--- src/rtl/uart_rx.sv ---
// uart_rx: asynchronous serial receiver with mid-bit sampling.
// The line is synchronised through two flops. A start bit is confirmed at
// its mid-point, each data bit is sampled one bit period later (LSB first),
// and the stop bit decides between a valid strobe and a frame error.
// All outputs come straight from registers.
module uart_rx #(
    parameter int p_DATA_WIDTH = 8,
    parameter int p_PERIOD     = 16
) (
    input  logic                    i_clk,
    input  logic                    i_reset,
    input  logic                    i_rx,
    output logic [p_DATA_WIDTH-1:0] ov_data,
    output logic                    o_valid,
    output logic                    o_frame_err,
    output logic                    o_busy
);

    localparam int CW = (p_PERIOD > 1) ? $clog2(p_PERIOD) : 1;
    localparam int IW = (p_DATA_WIDTH > 0) ? $clog2(p_DATA_WIDTH + 1) : 1;

    // Compare values for the bit-time counter and the bit index.
    localparam logic [CW-1:0] CNT_ONE   = CW'(32'd1);
    localparam logic [CW-1:0] CNT_ZERO  = CW'(32'd0);
    localparam logic [CW-1:0] HALF_LAST = CW'((p_PERIOD / 2) - 1);
    localparam logic [CW-1:0] PER_LAST  = CW'(p_PERIOD - 1);
    localparam logic [IW-1:0] IDX_ONE   = IW'(32'd1);
    localparam logic [IW-1:0] IDX_ZERO  = IW'(32'd0);
    localparam logic [IW-1:0] IDX_LAST  = IW'(p_DATA_WIDTH - 1);

    typedef enum logic [2:0] {
        ST_IDLE  = 3'd0,
        ST_START = 3'd1,
        ST_DATA  = 3'd2,
        ST_STOP  = 3'd3,
        ST_BREAK = 3'd4
    } state_t;

    // Registered state
    state_t                  state_r;
    logic                    rx_meta_r;
    logic                    rx_sync_r;     // synchronised line used by every decision
    logic [CW-1:0]           cnt_r;
    logic [IW-1:0]           idx_r;
    logic [p_DATA_WIDTH-1:0] shift_r;
    logic [p_DATA_WIDTH-1:0] data_r;
    logic                    valid_r;
    logic                    ferr_r;
    logic                    busy_r;

    // Next-state values
    state_t                  state_s;
    logic [CW-1:0]           cnt_s;
    logic [IW-1:0]           idx_s;
    logic [p_DATA_WIDTH-1:0] shift_s;
    logic [p_DATA_WIDTH-1:0] data_s;
    logic                    valid_s;
    logic                    ferr_s;
    logic                    busy_s;
    logic [p_DATA_WIDTH:0]   shift_ext_s;

    // New bit enters at the MSB; dropping bit 0 of the extended vector is a
    // right shift that also works for a one-bit word.
    assign shift_ext_s = {rx_sync_r, shift_r};

    // Two-flop synchroniser for the asynchronous serial line; resets to idle-high.
    always_ff @(posedge i_clk) begin
        if (!i_reset) begin
            rx_meta_r <= 1'b1;
            rx_sync_r <= 1'b1;
        end else begin
            rx_meta_r <= i_rx;
            rx_sync_r <= rx_meta_r;
        end
    end

    // State register plus datapath and output registers.
    always_ff @(posedge i_clk) begin
        if (!i_reset) begin
            state_r <= ST_IDLE;
            cnt_r   <= CNT_ZERO;
            idx_r   <= IDX_ZERO;
            shift_r <= {p_DATA_WIDTH{1'b0}};
            data_r  <= {p_DATA_WIDTH{1'b0}};
            valid_r <= 1'b0;
            ferr_r  <= 1'b0;
            busy_r  <= 1'b0;
        end else begin
            state_r <= state_s;
            cnt_r   <= cnt_s;
            idx_r   <= idx_s;
            shift_r <= shift_s;
            data_r  <= data_s;
            valid_r <= valid_s;
            ferr_r  <= ferr_s;
            busy_r  <= busy_s;
        end
    end

    // Next-state, counter and strobe logic for the frame receiver.
    always_comb begin
        state_s = state_r;
        cnt_s   = cnt_r;
        idx_s   = idx_r;
        shift_s = shift_r;
        data_s  = data_r;
        valid_s = 1'b0;
        ferr_s  = 1'b0;

        case (state_r)
            ST_IDLE: begin
                cnt_s = CNT_ZERO;
                if (!rx_sync_r) begin
                    state_s = ST_START;
                end else begin
                    state_s = ST_IDLE;
                end
            end

            ST_START: begin
                if (cnt_r == HALF_LAST) begin
                    cnt_s = CNT_ZERO;
                    if (rx_sync_r) begin
                        // Low pulse shorter than half a bit: treat as noise.
                        state_s = ST_IDLE;
                    end else begin
                        state_s = ST_DATA;
                        idx_s   = IDX_ZERO;
                    end
                end else begin
                    cnt_s = cnt_r + CNT_ONE;
                end
            end

            ST_DATA: begin
                if (cnt_r == PER_LAST) begin
                    cnt_s   = CNT_ZERO;
                    shift_s = shift_ext_s[p_DATA_WIDTH:1];
                    if (idx_r == IDX_LAST) begin
                        state_s = ST_STOP;
                    end else begin
                        idx_s = idx_r + IDX_ONE;
                    end
                end else begin
                    cnt_s = cnt_r + CNT_ONE;
                end
            end

            ST_STOP: begin
                if (cnt_r == PER_LAST) begin
                    cnt_s = CNT_ZERO;
                    if (rx_sync_r) begin
                        data_s  = shift_r;
                        valid_s = 1'b1;
                        state_s = ST_IDLE;
                    end else begin
                        // Bad stop bit: report once, then wait out any break.
                        ferr_s  = 1'b1;
                        state_s = ST_BREAK;
                    end
                end else begin
                    cnt_s = cnt_r + CNT_ONE;
                end
            end

            ST_BREAK: begin
                cnt_s = CNT_ZERO;
                if (rx_sync_r) begin
                    state_s = ST_IDLE;
                end else begin
                    state_s = ST_BREAK;
                end
            end

            default: begin
                state_s = ST_IDLE;
                cnt_s   = CNT_ZERO;
            end
        endcase

        busy_s = (state_s != ST_IDLE);
    end

    assign ov_data     = data_r;
    assign o_valid     = valid_r;
    assign o_frame_err = ferr_r;
    assign o_busy      = busy_r;

endmodule

--- config.mk ---
export PLATFORM = sky130hd
export DESIGN_NAME = uart_rx
export DESIGN_NICKNAME = d
export VERILOG_FILES = /design/src/rtl/uart_rx.sv
export SDC_FILE = /design/constraint.sdc
export NUM_CORES = 1
export LEC_CHECK = 0
export CAP_MARGIN = 20
export CORE_ASPECT_RATIO = 1.4
export CORE_MARGIN = 2
export CORE_UTILIZATION = 45
export DETAILED_ROUTE_END_ITERATION = 12
export PLACE_DENSITY = 0.75
export REMOVE_ABC_BUFFERS = 1
export SLEW_MARGIN = 20
export SYNTH_ARGS = -nofsm -noshare
export SYNTH_HDL_FRONTEND = slang
export SYNTH_SLANG_ARGS = --single-unit
--- constraint.sdc ---
create_clock -name i_clk -period 3.42 [get_ports i_clk]
set_clock_uncertainty 0.05 [all_clocks]
set_input_delay 0.684 -clock i_clk [delete_from_list [all_inputs] [get_ports i_clk]]
set_output_delay 0.684 -clock i_clk [all_outputs]
set_load 0.005 [all_outputs]
==> summary.md <==
| Metric | Value |
|---|---|
| Core box area | 2670 um^2 |
| IO Pins | 14 |
| Crit-path max cell delay | 510 ps |
| Sequential-to-total area share from yosys stat | 50.0% |
| #FFs+latches synth | 32 |
| Startpoint types | flip-flop |
| DP HPWL | 1.68 mm |
| Clock Tree Buf Depth | 2 |
| Clock period minus worst slack | 1920 ps |
| Crit. End Element | primary output |
| CTS tree | yes |
| Max_cap viols | 0 |
| CTS-repair resized insts | 0 |
| DRT Pass-1 Iters | 4 |
| Drt total wl | 2.32 mm |
| Synth top area cells | dfxtp_1 (50%), mux2i_1 (7.8%), nand2_1 (7.6%) |
| Die area | 3300 um^2 |
| Bufs and invs on worst path | 1 |
| Max Fclk | 520 MHz |
| Hold Fails Final Rpt | 0 |
| Initial Utilization | 48.0% |
| Share of the synthesized area in the top cell type | 50.0% |
| Die height | 67.2 um |
| # diodes | 0 |
| Global router's overall resource usage | 16.1% |
| Most frequent cells in the layout | dfxtp_1 (32), nand2_1 (26), nor2_1 (13), clkdlybuf4s50_1 (13), a21oi_1 (12) |
| Worst rel slew slack | 64.0% |
| Number of remaining DRC errors | 0 |
| Critical Path RT | 2690 ps |
| Post-synth ARST share | 0% |
| Total gr overflow | 0 |
| Peak VDD IR | 0.000250 V |
| Cell type with the largest total area after synthesis | dfxtp_1 |
| Post-CTS Setup Repair Bufs | 0 |
| Leakage | 0.000580 uW |
| Final setup viols | 0 |
| Mean routed wirelength per cell | 11.9 um |
| Hold WS | 369 ps |
| Total CTS buffers | 5 |
| Row count | 22 |
| Post-synth EDFFs | 0 |
| First-pass GRT wire length | 4.03 mm |
| Antenna violations before repair | 0 |
| DRT antenna net count | 0 |
| Clk root buf | clkbuf_4 |
| Reg clk slew, reported paths | 90 ps |
| H-tree Lvls | 2 |
| Crit path max fanout | 2 |
| Layout Cells excl Fill | 194 |
| Setup TNS | 0 ps |
| Iteration-0 DRC Markers | 24 |
| GPL Wtd Cong | 0.882 |
| Vias in the first global route | 924 |
| Final period utilization | 56.2% |
| Synth cell types | 30 |
| Setup WS pre-CTS | 1220 ps |
| Port bufs | 13 |
| Gate Count Post-Synth | 143 |
| Synthesis-to-layout area growth | 17.0% |
| Netlist Area Pre-Place | 1280 um^2 |
| Syn_area_per_cell | 8.97 um^2 |
| Layout cells sized above 1 | 6.33% |
| Status | completed |
| CP Data Arrival Time | 1190 ps |
| Synth warnings | 0 |
| Hold-fix buffers, CTS | 0 |
| Vias post-DR | 1,003 |
| Most common cell after layout, fill and taps aside | dfxtp_1 |
| Placed cells | 187 |
| Hold Crit Class | reg -> reg |
| Unrepaired setup endpoints after global routing | false |
| Worst Tran Pin Value | 538 ps |
| Die X | 49.1 um |
| Vias/cell | 5.17 |
| Final nets | 163 |
| Pwr dens | 420 nW/um^2 |
| Slack of the critical path | 1500 ps |
| Slew Viols, Final | 0 |
| Post-synth top flop | dfxtp_1 |
| Clock latency on the worst-skew pair | 330 ps |
| Kind of cell adding the most delay to the critical path | buffers and inverters |
| Crit-path slowest cell | clkdlybuf4s50_1 |
| CTS sink count | 32 |
| Critical path class | reg -> out |
| Crit path cell chain | clkdlybuf4s50_1 |
| Pin count of the biggest net entering global routing | 18 |
## cell usage after synthesis, types with 2 or more instances
cell      count
dfxtp_1      32
nand2_1      26
nor2_1       13
a21oi_1      12
mux2i_1      10
nand3_1       6
nand2b_1      4
buf_2         3
inv_1         3
nand3b_1      3
nor2b_1       3
o21ai_0       3
or3_1         3
and2_1        2
clkbuf_1      2
ha_1          2
nor3_1        2
xnor2_1       2
## registers in the layout, indices dropped and copies added, names as in the netlist
signal       flops
rx_sync_r        1
o_busy           1
shift_r          8
rx_meta_r        1
ov_data          8
o_frame_err      1
o_valid          1
idx_r            4
state_r          3
cnt_r            4
## per-stage QoR
| stage | instance area, um^2 | total power, uW | util [%] |
|---|---|---|---|
| 2_1_floorplan | 1260 | 394 | - |
| 3_3_place_gp | 1440 | 401 | 53.7 |
| 3_5_place_dp | 1440 | 402 | 53.7 |
| 4_1_cts | 1500 | 631 | 56.2 |
| 5_1_grt | 1500 | 652 | 56.2 |
| 6_report | 1500 | 631 | 56.2 |
## cell type report
| class | count | area (um^2) |
|---|---|---|
| Multi-Input combinational cell | 102 | 604 |
| Clock buffer | 7 | 65.1 |
| Sequential cell | 32 | 641 |
| Inverter | 4 | 15.0 |
| Fill cell | 254 | 1170 |
| Tap cell | 36 | 45.0 |
| Timing Repair Buffer | 13 | 130 |
## logic make-up after synthesis
group	count (synthesis)	share of synthesized area, %
XOR/XNOR	2	1.37
flip-flops	32	50.0
AO/OA/AOI/OAI	19	8.88
buffers and inverters	9	2.93
multiplexers	10	7.81
adder cells (fa/ha/maj)	2	1.95
AND/OR/NAND/NOR	69	27.1
## path summary, 6_finish.rpt
check	cells after the start	slack [ps]	to	startpoint
max	1	1500	ov_data[6]	ov_data[6]
min	1	370	rx_sync_r	rx_meta_r
max reg2reg	5	1550	ov_data[1]	cnt_r[0]
min reg2reg	1	370	rx_sync_r	rx_meta_r
## metal layers
| layer | track usage (%) | routed length (um) | vias to the layer above |
|---|---|---|---|
| li1 | - | - | 510 |
| met1 | 16.5 | 977 | 463 |
| met2 | 29.6 | 1200 | 26 |
| met3 | 5.97 | 114 | 4 |
| met4 | 6.79 | 25 | 0 |
| met5 | 0 | 0 | - |
## report_power, final
group | switching [uW] | internal (uW) | total, uW
logic | 8.30 | 6.37 | 14.7
registers | 3.17 | 375 | 378
clock network | 121 | 116 | 238
(Power assumes the default switching activity.)
